==> src/rtl/output_arbiter.sv <==
// Two-requester round-robin arbiter for a shared output map.
// Each transaction runs IDLE -> ACCESS (bus driven) -> ACK (per-requester ack pulse).
module output_arbiter #(
  parameter int RESET_PRIORITY = 0
) (
  input  logic        clk,
  input  logic        rst_n,
  input  logic        req0,
  input  logic        req1,
  input  logic        write0,
  input  logic        write1,
  input  logic [31:0] addr0,
  input  logic [31:0] addr1,
  input  logic [31:0] wdata0,
  input  logic [31:0] wdata1,
  input  logic [1:0]  size0,
  input  logic [1:0]  size1,
  output logic        ack0,
  output logic        ack1,
  output logic [31:0] rdata0,
  output logic [31:0] rdata1,
  output logic [31:0] output_address,
  output logic [31:0] output_in,
  output logic [1:0]  output_size,
  output logic        output_write_enable,
  input  logic [31:0] output_out,
  output logic [1:0]  grant,
  output logic        busy
);

  localparam logic RST_PTR = (RESET_PRIORITY != 0);

  typedef enum logic [1:0] {
    IDLE   = 2'd0,
    ACCESS = 2'd1,
    ACK    = 2'd2
  } state_t;

  state_t state;
  state_t state_nxt;
  logic   ptr;
  logic   sel;
  logic   pick;
  logic   any_req;

  always_comb begin
    any_req   = req0 | req1;
    pick      = (req0 & req1) ? ptr : req1;
    state_nxt = state;
    case (state)
      IDLE:    if (any_req) state_nxt = ACCESS;
      ACCESS:  state_nxt = ACK;
      ACK:     state_nxt = IDLE;
      default: state_nxt = IDLE;
    endcase
  end

  always_ff @(posedge clk or negedge rst_n) begin
    if (!rst_n) state <= IDLE;
    else        state <= state_nxt;
  end

  // Bus fields are loaded straight into the output registers on IDLE->ACCESS
  // and cleared on the following edge, so they are only visible in ACCESS.
  always_ff @(posedge clk or negedge rst_n) begin
    if (!rst_n) begin
      ptr                 <= RST_PTR;
      sel                 <= 1'b0;
      ack0                <= 1'b0;
      ack1                <= 1'b0;
      rdata0              <= '0;
      rdata1              <= '0;
      output_address      <= '0;
      output_in           <= '0;
      output_size         <= '0;
      output_write_enable <= 1'b0;
      grant               <= '0;
      busy                <= 1'b0;
    end else begin
      ack0                <= 1'b0;
      ack1                <= 1'b0;
      output_address      <= '0;
      output_in           <= '0;
      output_size         <= '0;
      output_write_enable <= 1'b0;
      grant               <= '0;
      busy                <= (state_nxt != IDLE);
      case (state)
        IDLE: begin
          if (any_req) begin
            sel                 <= pick;
            output_address      <= pick ? addr1  : addr0;
            output_in           <= pick ? wdata1 : wdata0;
            output_size         <= pick ? size1  : size0;
            output_write_enable <= pick ? write1 : write0;
            grant               <= pick ? 2'b10  : 2'b01;
          end
        end
        ACCESS: begin
          // output_out still shows the pre-write contents at this edge
          if (sel) begin
            ack1   <= 1'b1;
            rdata1 <= output_out;
          end else begin
            ack0   <= 1'b1;
            rdata0 <= output_out;
          end
        end
        ACK: ptr <= ~sel;
        default: ;
      endcase
    end
  end

endmodule

==> config.mk <==
export PLATFORM = sky130hd
export DESIGN_NAME = output_arbiter
export DESIGN_NICKNAME = d
export VERILOG_FILES = /design/src/rtl/output_arbiter.sv
export SDC_FILE = /design/constraint.sdc
export NUM_CORES = 1
export LEC_CHECK = 0
export BUFFER_PORTS_ARGS = -buffer_cell sky130_fd_sc_hd__clkbuf_2
export CORE_ASPECT_RATIO = 1.25
export CORE_MARGIN = 8
export CORE_UTILIZATION = 44
export CTS_CLUSTER_DIAMETER = 30
export DETAILED_ROUTE_END_ITERATION = 6
export PLACE_DENSITY = 0.78
export SETUP_SLACK_MARGIN = 0.15
export SLEW_MARGIN = 40
export SYNTH_ARGS = -nofsm -noshare
export SYNTH_HDL_FRONTEND = slang
export SYNTH_SLANG_ARGS = --single-unit
==> constraint.sdc <==
create_clock -name clk -period 2.3 [get_ports clk]
set_input_delay 0.345 -clock clk [delete_from_list [all_inputs] [get_ports clk]]
set_output_delay 0.345 -clock clk [all_outputs]
set_load 0.02 [all_outputs]
==> metrics.yaml, run 1 <==
port_buffers: 305
ant_nets: 0
placed_cells: 910
rrSetupSlack_ns: 0.70
fin_setup_tns_ns: 0
fill_cells: 1025
yosysTopAreaCell: "dfrtp_1"
slew_viol_final: 0
core-area_mm2: 0.0131
synth.most_common_cell: "dfrtp_1"
total_power_mw: 11.1
fmax_ghz: 0.624
worstSetupEndpointType: "flip-flop"
netlist_area_mm2: 0.00585
crit_fanout: 33
dpl_worst_slack_ns: 0.670
dr_total_vias: 4896
post_cts_resize_count: 0
syn-num-nets: 636
die_w_um: 119
yosysSeqAreaShare: 0.599
clkTransAtPathRegs_ns: 0.07
synth_top_area_share: 0.599
hpwl_um: 13700
wl_per_cell_um: 19.2
antenna_found_initial: 0
required_ns: 2.59
peakVddDrop_v: 0.00101
wirelength_um: 18100
min_period_ns: 1.60
max-cap-violations: 0
fin_ws_ns: 0.699
hold_violations: 0
grt_max_degree: 80
finalCritPeriodShare: 0.696
netlist_instances: 466
grt_usage: 0.214
drt-initial-drc-count: 276
antenna_cells: 0
drive_above_1_share: 0.505
synthTopCellsByArea: "dfrtp_1, nand3b_1, mux2_4, a21oi_1, mux2_1"
power_leakage_nw: 4.15
worstSetupPathType: "flip-flop to flip-flop"
die-area_mm2: 0.0173
clock_path_buffers: 2
fin_skew_ns: 0.0116
power_density_mw_per_mm2: 1370
route.detailed.drc: 0
fin_hold_ws_ns: 0.171
gp_congestion: 0.829
final_area_mm2: 0.00805
grt_pass1_wl_um: 29500
cts_root_buf: "clkbuf_16"
status: "completed"
synth_warnings: 0
first_global_vias: 5445
setup_violations: 0
via_per_inst: 5.19
cts_sinks: 140
synth_common_cells: "dfrtp_1, a21oi_1, nand3b_1, o21ai_0"
die_y_um: 145
rsz0062_at_grt: "false"
worst_skew_pair.late_latency_ns: 0.41
num_rows: 47
cts_buffers: 17
cts_tree: "done"
area_growth_pct: 37.5
place_area_mm2: 0.00749
drtPass1Iterations: 4
syn_area_per_cell_um2: 12.6
grt_overflow_total: 0
num_io_pins: 306
post_cts.repair.setup_buffers: 0
critPathLaunchType: "flip-flop"
async_flop_share: 1.00
synth_enable_flop_cells: 0
final_nets: 929
worstMarginPinSlew_ns: 0.628
start_util: 0.446
fin_cells: 943
ctsHtreeMaxLevel: 4
ys.flop_type: "dfrtp_1"
cp.arrival_ns: 1.89
slew-limit-headroom: 0.582
ys_seq_elements: 140
yosysUniqueCellTypes: 26
hold_path_class: "primary input to flip-flop"
fin_util: 0.614
==> kinds of logic (layout without fill, tap and decap cells) <==
kind of cell,Yosys count,count (layout),synth area share
buffers and inverters,47,353,0.0417
flip-flops,140,140,0.599
AND/OR/NAND/NOR,78,78,0.0998
AO/OA/AOI/OAI,137,137,0.118
multiplexers,64,64,0.142
==> layer usage <==
metal | up-vias | global-route usage | share of wire
li1 | 2243 | - | -
met1 | 2351 | 0.245 | 0.39
met2 | 250 | 0.335 | 0.48
met3 | 52 | 0.0862 | 0.092
met4 | 0 | 0.112 | 0.043
met5 | - | 0 | 0
==> flip-flops by register name, indices dropped and copies added, names as in the netlist <==
name,flops
output_address,32
output_in,32
rdata0,32
rdata1,32
grant,2
output_size,2
state,2
ack0,1
ack1,1
busy,1
output_write_enable,1
ptr,1
sel,1
==> critical path, stage by stage (launching register included) <==
cell      delay [ns]
dfrtp_1         0.38
nand2b_4        0.17
inv_2           0.06
nand2_4         0.46
mux2_2          0.40
==> timing repair <==
action,in CTS,in global routing
setup endpoints to repair,0,0
hold buffers,1,0
hold endpoints to repair,57,0
==> area by class of cell <==
class,count,area [um2],area share
Clock buffer,17,425,0.0528
Inverter,4,15.0,0.00187
Sequential cell,140,3500,0.435
Timing Repair Buffer,317,1650,0.205
Clock inverter,15,129,0.0160
Multi-Input combinational cell,279,2110,0.263
Tap cell,171,214,0.0266
==> cell usage in the layout (no fill, tap or decap), types with 5 or more instances in the layout <==
master and n:
clkbuf_2 304, dfrtp_1 140, nand3b_1 67, a21oi_1 67
o21ai_0 63, mux2_1 29, mux2_4 29, clkbuf_16 17
buf_4 9, mux2_2 6, o21ai_1 5, clkinvlp_4 5
inv_6 5
==> final timing paths <==
check | startpoint | to | depth (start not counted)
setup / recovery | state[1] | rdata1[1] | 4
hold / removal | addr0[13] | output_address[13] | 3
setup reg to reg | state[1] | rdata1[1] | 4
hold reg to reg | rdata0[7] | rdata0[7] | 1
max in group asynchronous | rst_n | rdata0[5] | 3
min in group asynchronous | rst_n | rdata0[9] | 2
==> power breakdown <==
group	switching [mW]	internal, mW
registers	0.494	3.44
clock network	1.15	1.42
logic	2.76	1.81
Power figures use the tool's default switching activity.
==> run 2: changes to the inputs <==
CORE_UTILIZATION = 41   (was 44)
PLACE_DENSITY = 0.77   (was 0.78)
clock period = 1.4 ns   (was 2.3 ns; I/O delays follow)
==> metrics.yaml, run 2 (same netlist as run 1, synthesis figures left out) <==
antenna_cells: 0  # unchanged
critPathLaunchType: "flip-flop"  # unchanged
required_ns: 1.69  # was 2.59 ns
die_y_um: 150  # was 145 um
hold_violations: 0  # unchanged
core-area_mm2: 0.0142  # was 0.0131 mm2
ant_nets: 0  # unchanged
antenna_found_initial: 1  # was 0
drtPass1Iterations: 5  # was 4
crit_fanout: 21  # was 33
route.detailed.drc: 0  # unchanged
worst_skew_pair.late_latency_ns: 0.41  # about the same
wl_per_cell_um: 20.3  # was 19.2 um
num_rows: 49  # was 47
min_period_ns: 1.35  # was 1.60 ns
cts_root_buf: "clkbuf_16"  # unchanged
die-area_mm2: 0.0184  # was 0.0173 mm2
slew-limit-headroom: 0.767  # was 0.582
rsz0062_at_grt: "true"  # was false
final_nets: 956  # was 929
ctsHtreeMaxLevel: 4  # unchanged
cts_sinks: 140  # unchanged
cts_buffers: 17  # unchanged
start_util: 0.413  # was 0.446
grt_pass1_wl_um: 27500  # was 29500 um
port_buffers: 305  # unchanged
fin_util: 0.629  # was 0.614
clock_path_buffers: 2  # unchanged
via_per_inst: 5.16  # was 5.19
final_area_mm2: 0.00890  # was 0.00805 mm2
fmax_ghz: 0.740  # was 0.624 GHz
fin_skew_ns: 0.00953  # was 0.0116 ns
cts_tree: "done"  # unchanged
hold_path_class: "primary input to flip-flop"  # unchanged
cp.arrival_ns: 1.64  # was 1.89 ns
slew_viol_final: 0  # unchanged
die_w_um: 123  # was 119 um
worstSetupEndpointType: "flip-flop"  # unchanged
gp_congestion: 0.812  # was 0.829
grt_overflow_total: 0  # unchanged
final_common_cell: "clkbuf_2"  # unchanged
wirelength_um: 19900  # was 18100 um
most-common-layout-cells: "clkbuf_2, dfrtp_1, nand3b_1"  # was clkbuf_2, dfrtp_1, nand3b_1, a21oi_1, o21ai_0
power_density_mw_per_mm2: 2260  # was 1370 mW/mm2
worstMarginPinSlew_ns: 0.349  # was 0.628 ns
peakVddDrop_v: 0.00167  # was 0.00101 V
first_global_vias: 5197  # was 5445
dr_total_vias: 5040  # was 4896
num_io_pins: 306  # unchanged
drt-initial-drc-count: 321  # was 276
power_leakage_nw: 4.53  # was 4.15 nW
area_growth_pct: 52.1  # was 37.5%
finalCritPeriodShare: 0.965  # was 0.696
grt_usage: 0.194  # was 0.214
status: "completed"  # unchanged
setup_violations: 0  # unchanged
max-cap-violations: 0  # unchanged
drive_above_1_share: 0.572  # was 0.505
place_area_mm2: 0.00768  # was 0.00749 mm2
hpwl_um: 13000  # was 13700 um
grt_max_degree: 65  # was 80
clkTransAtPathRegs_ns: 0.06  # was 0.07 ns
worstSetupPathType: "flip-flop to flip-flop"  # unchanged
-- run 2: cell types whose count changed in the layout (fill, tap and decap cells not counted), moves of 5 or more --
cell,previous run,this run
o21ai_0,63,26
o21ai_1,5,22
o21ai_2,0,16
mux2_4,29,44
buf_12,2,13
mux2_1,29,19
a21oi_1,67,59
a21oi_2,0,8
clkbuf_16,17,25
mux2_2,6,1
-- run 2: stage by stage --
stage | setup TNS, ns | total power, mW | hold WS [ns] | setup slack [ns] | cells
floorplan | 0 | 11.4 | -0.0856 | 0.0997 | 466
global placement | 0 | 14.2 | 0.120 | 0.0546 | 922
detailed placement | 0 | 14.5 | 0.124 | 0.0184 | 922
CTS | 0 | 19.2 | 0.0112 | 0.0484 | 961
global route | -0.0114 | 21.1 | 0.0105 | -0.00446 | 977
finish | 0 | 20.2 | 0.0215 | 0.0484 | 977
-- run 2: worst max-delay path: stages (launching register included) --
cell and delay (ns):
dfrtp_1 0.38, nand2b_4 0.17, nor2_4 0.15, buf_12 0.19, mux2_1 0.35
-- run 2: repair_timing --
item / CTS / global route
setup endpoints to repair: 69 / 133
hold buffers: 1 / 0
pin swaps: 0 / 21
setup buffers: 4 / 3
resized for setup: 6 / 93
gates cloned: 2 / 13
hold endpoints to repair: 37 / 0
-- run 2: layer usage --
metal | vias to the layer above | global-route usage | share of wire | wire length, um
met5 | - | 0 | 0 | 0
met4 | 0 | 0.0623 | 0.015 | 298
met3 | 23 | 0.0823 | 0.10 | 2000
met2 | 245 | 0.321 | 0.51 | 10100
met1 | 2472 | 0.220 | 0.37 | 7430
li1 | 2300 | - | - | -
-- run 2: power by group --
group	switching, mW	internal (mW)	total, mW
Combinational	5.08	4.19	9.27
Sequential	0.819	5.66	6.48
Clock	1.89	2.51	4.40
Total	7.79	12.4	20.2
-- run 2: final cells by class --
| type | instances | area (um2) |
|---|---|---|
| Fill cell | 1131 | 5260 |
| Sequential cell | 140 | 3500 |
| Multi-Input combinational cell | 279 | 2320 |
| Timing Repair Buffer | 344 | 2260 |
| Clock buffer | 17 | 425 |
| Tap cell | 178 | 223 |
| Clock inverter | 15 | 155 |
| Inverter | 4 | 17.5 |
-- run 2: path summary, 6_finish.rpt --
check | from | end | slack [ns] | depth (start not counted)
worst max-delay path | state[1] | rdata0[21] | 0.05 | 4
worst min-delay path | wdata0[10] | output_in[10] | 0.02 | 3
worst max register to register | state[1] | rdata0[21] | 0.05 | 4
worst min register to register | rdata0[14] | rdata0[14] | 0.49 | 1
max in group asynchronous | rst_n | output_in[31] | 0.55 | 3
min in group asynchronous | rst_n | rdata1[7] | 0.26 | 2
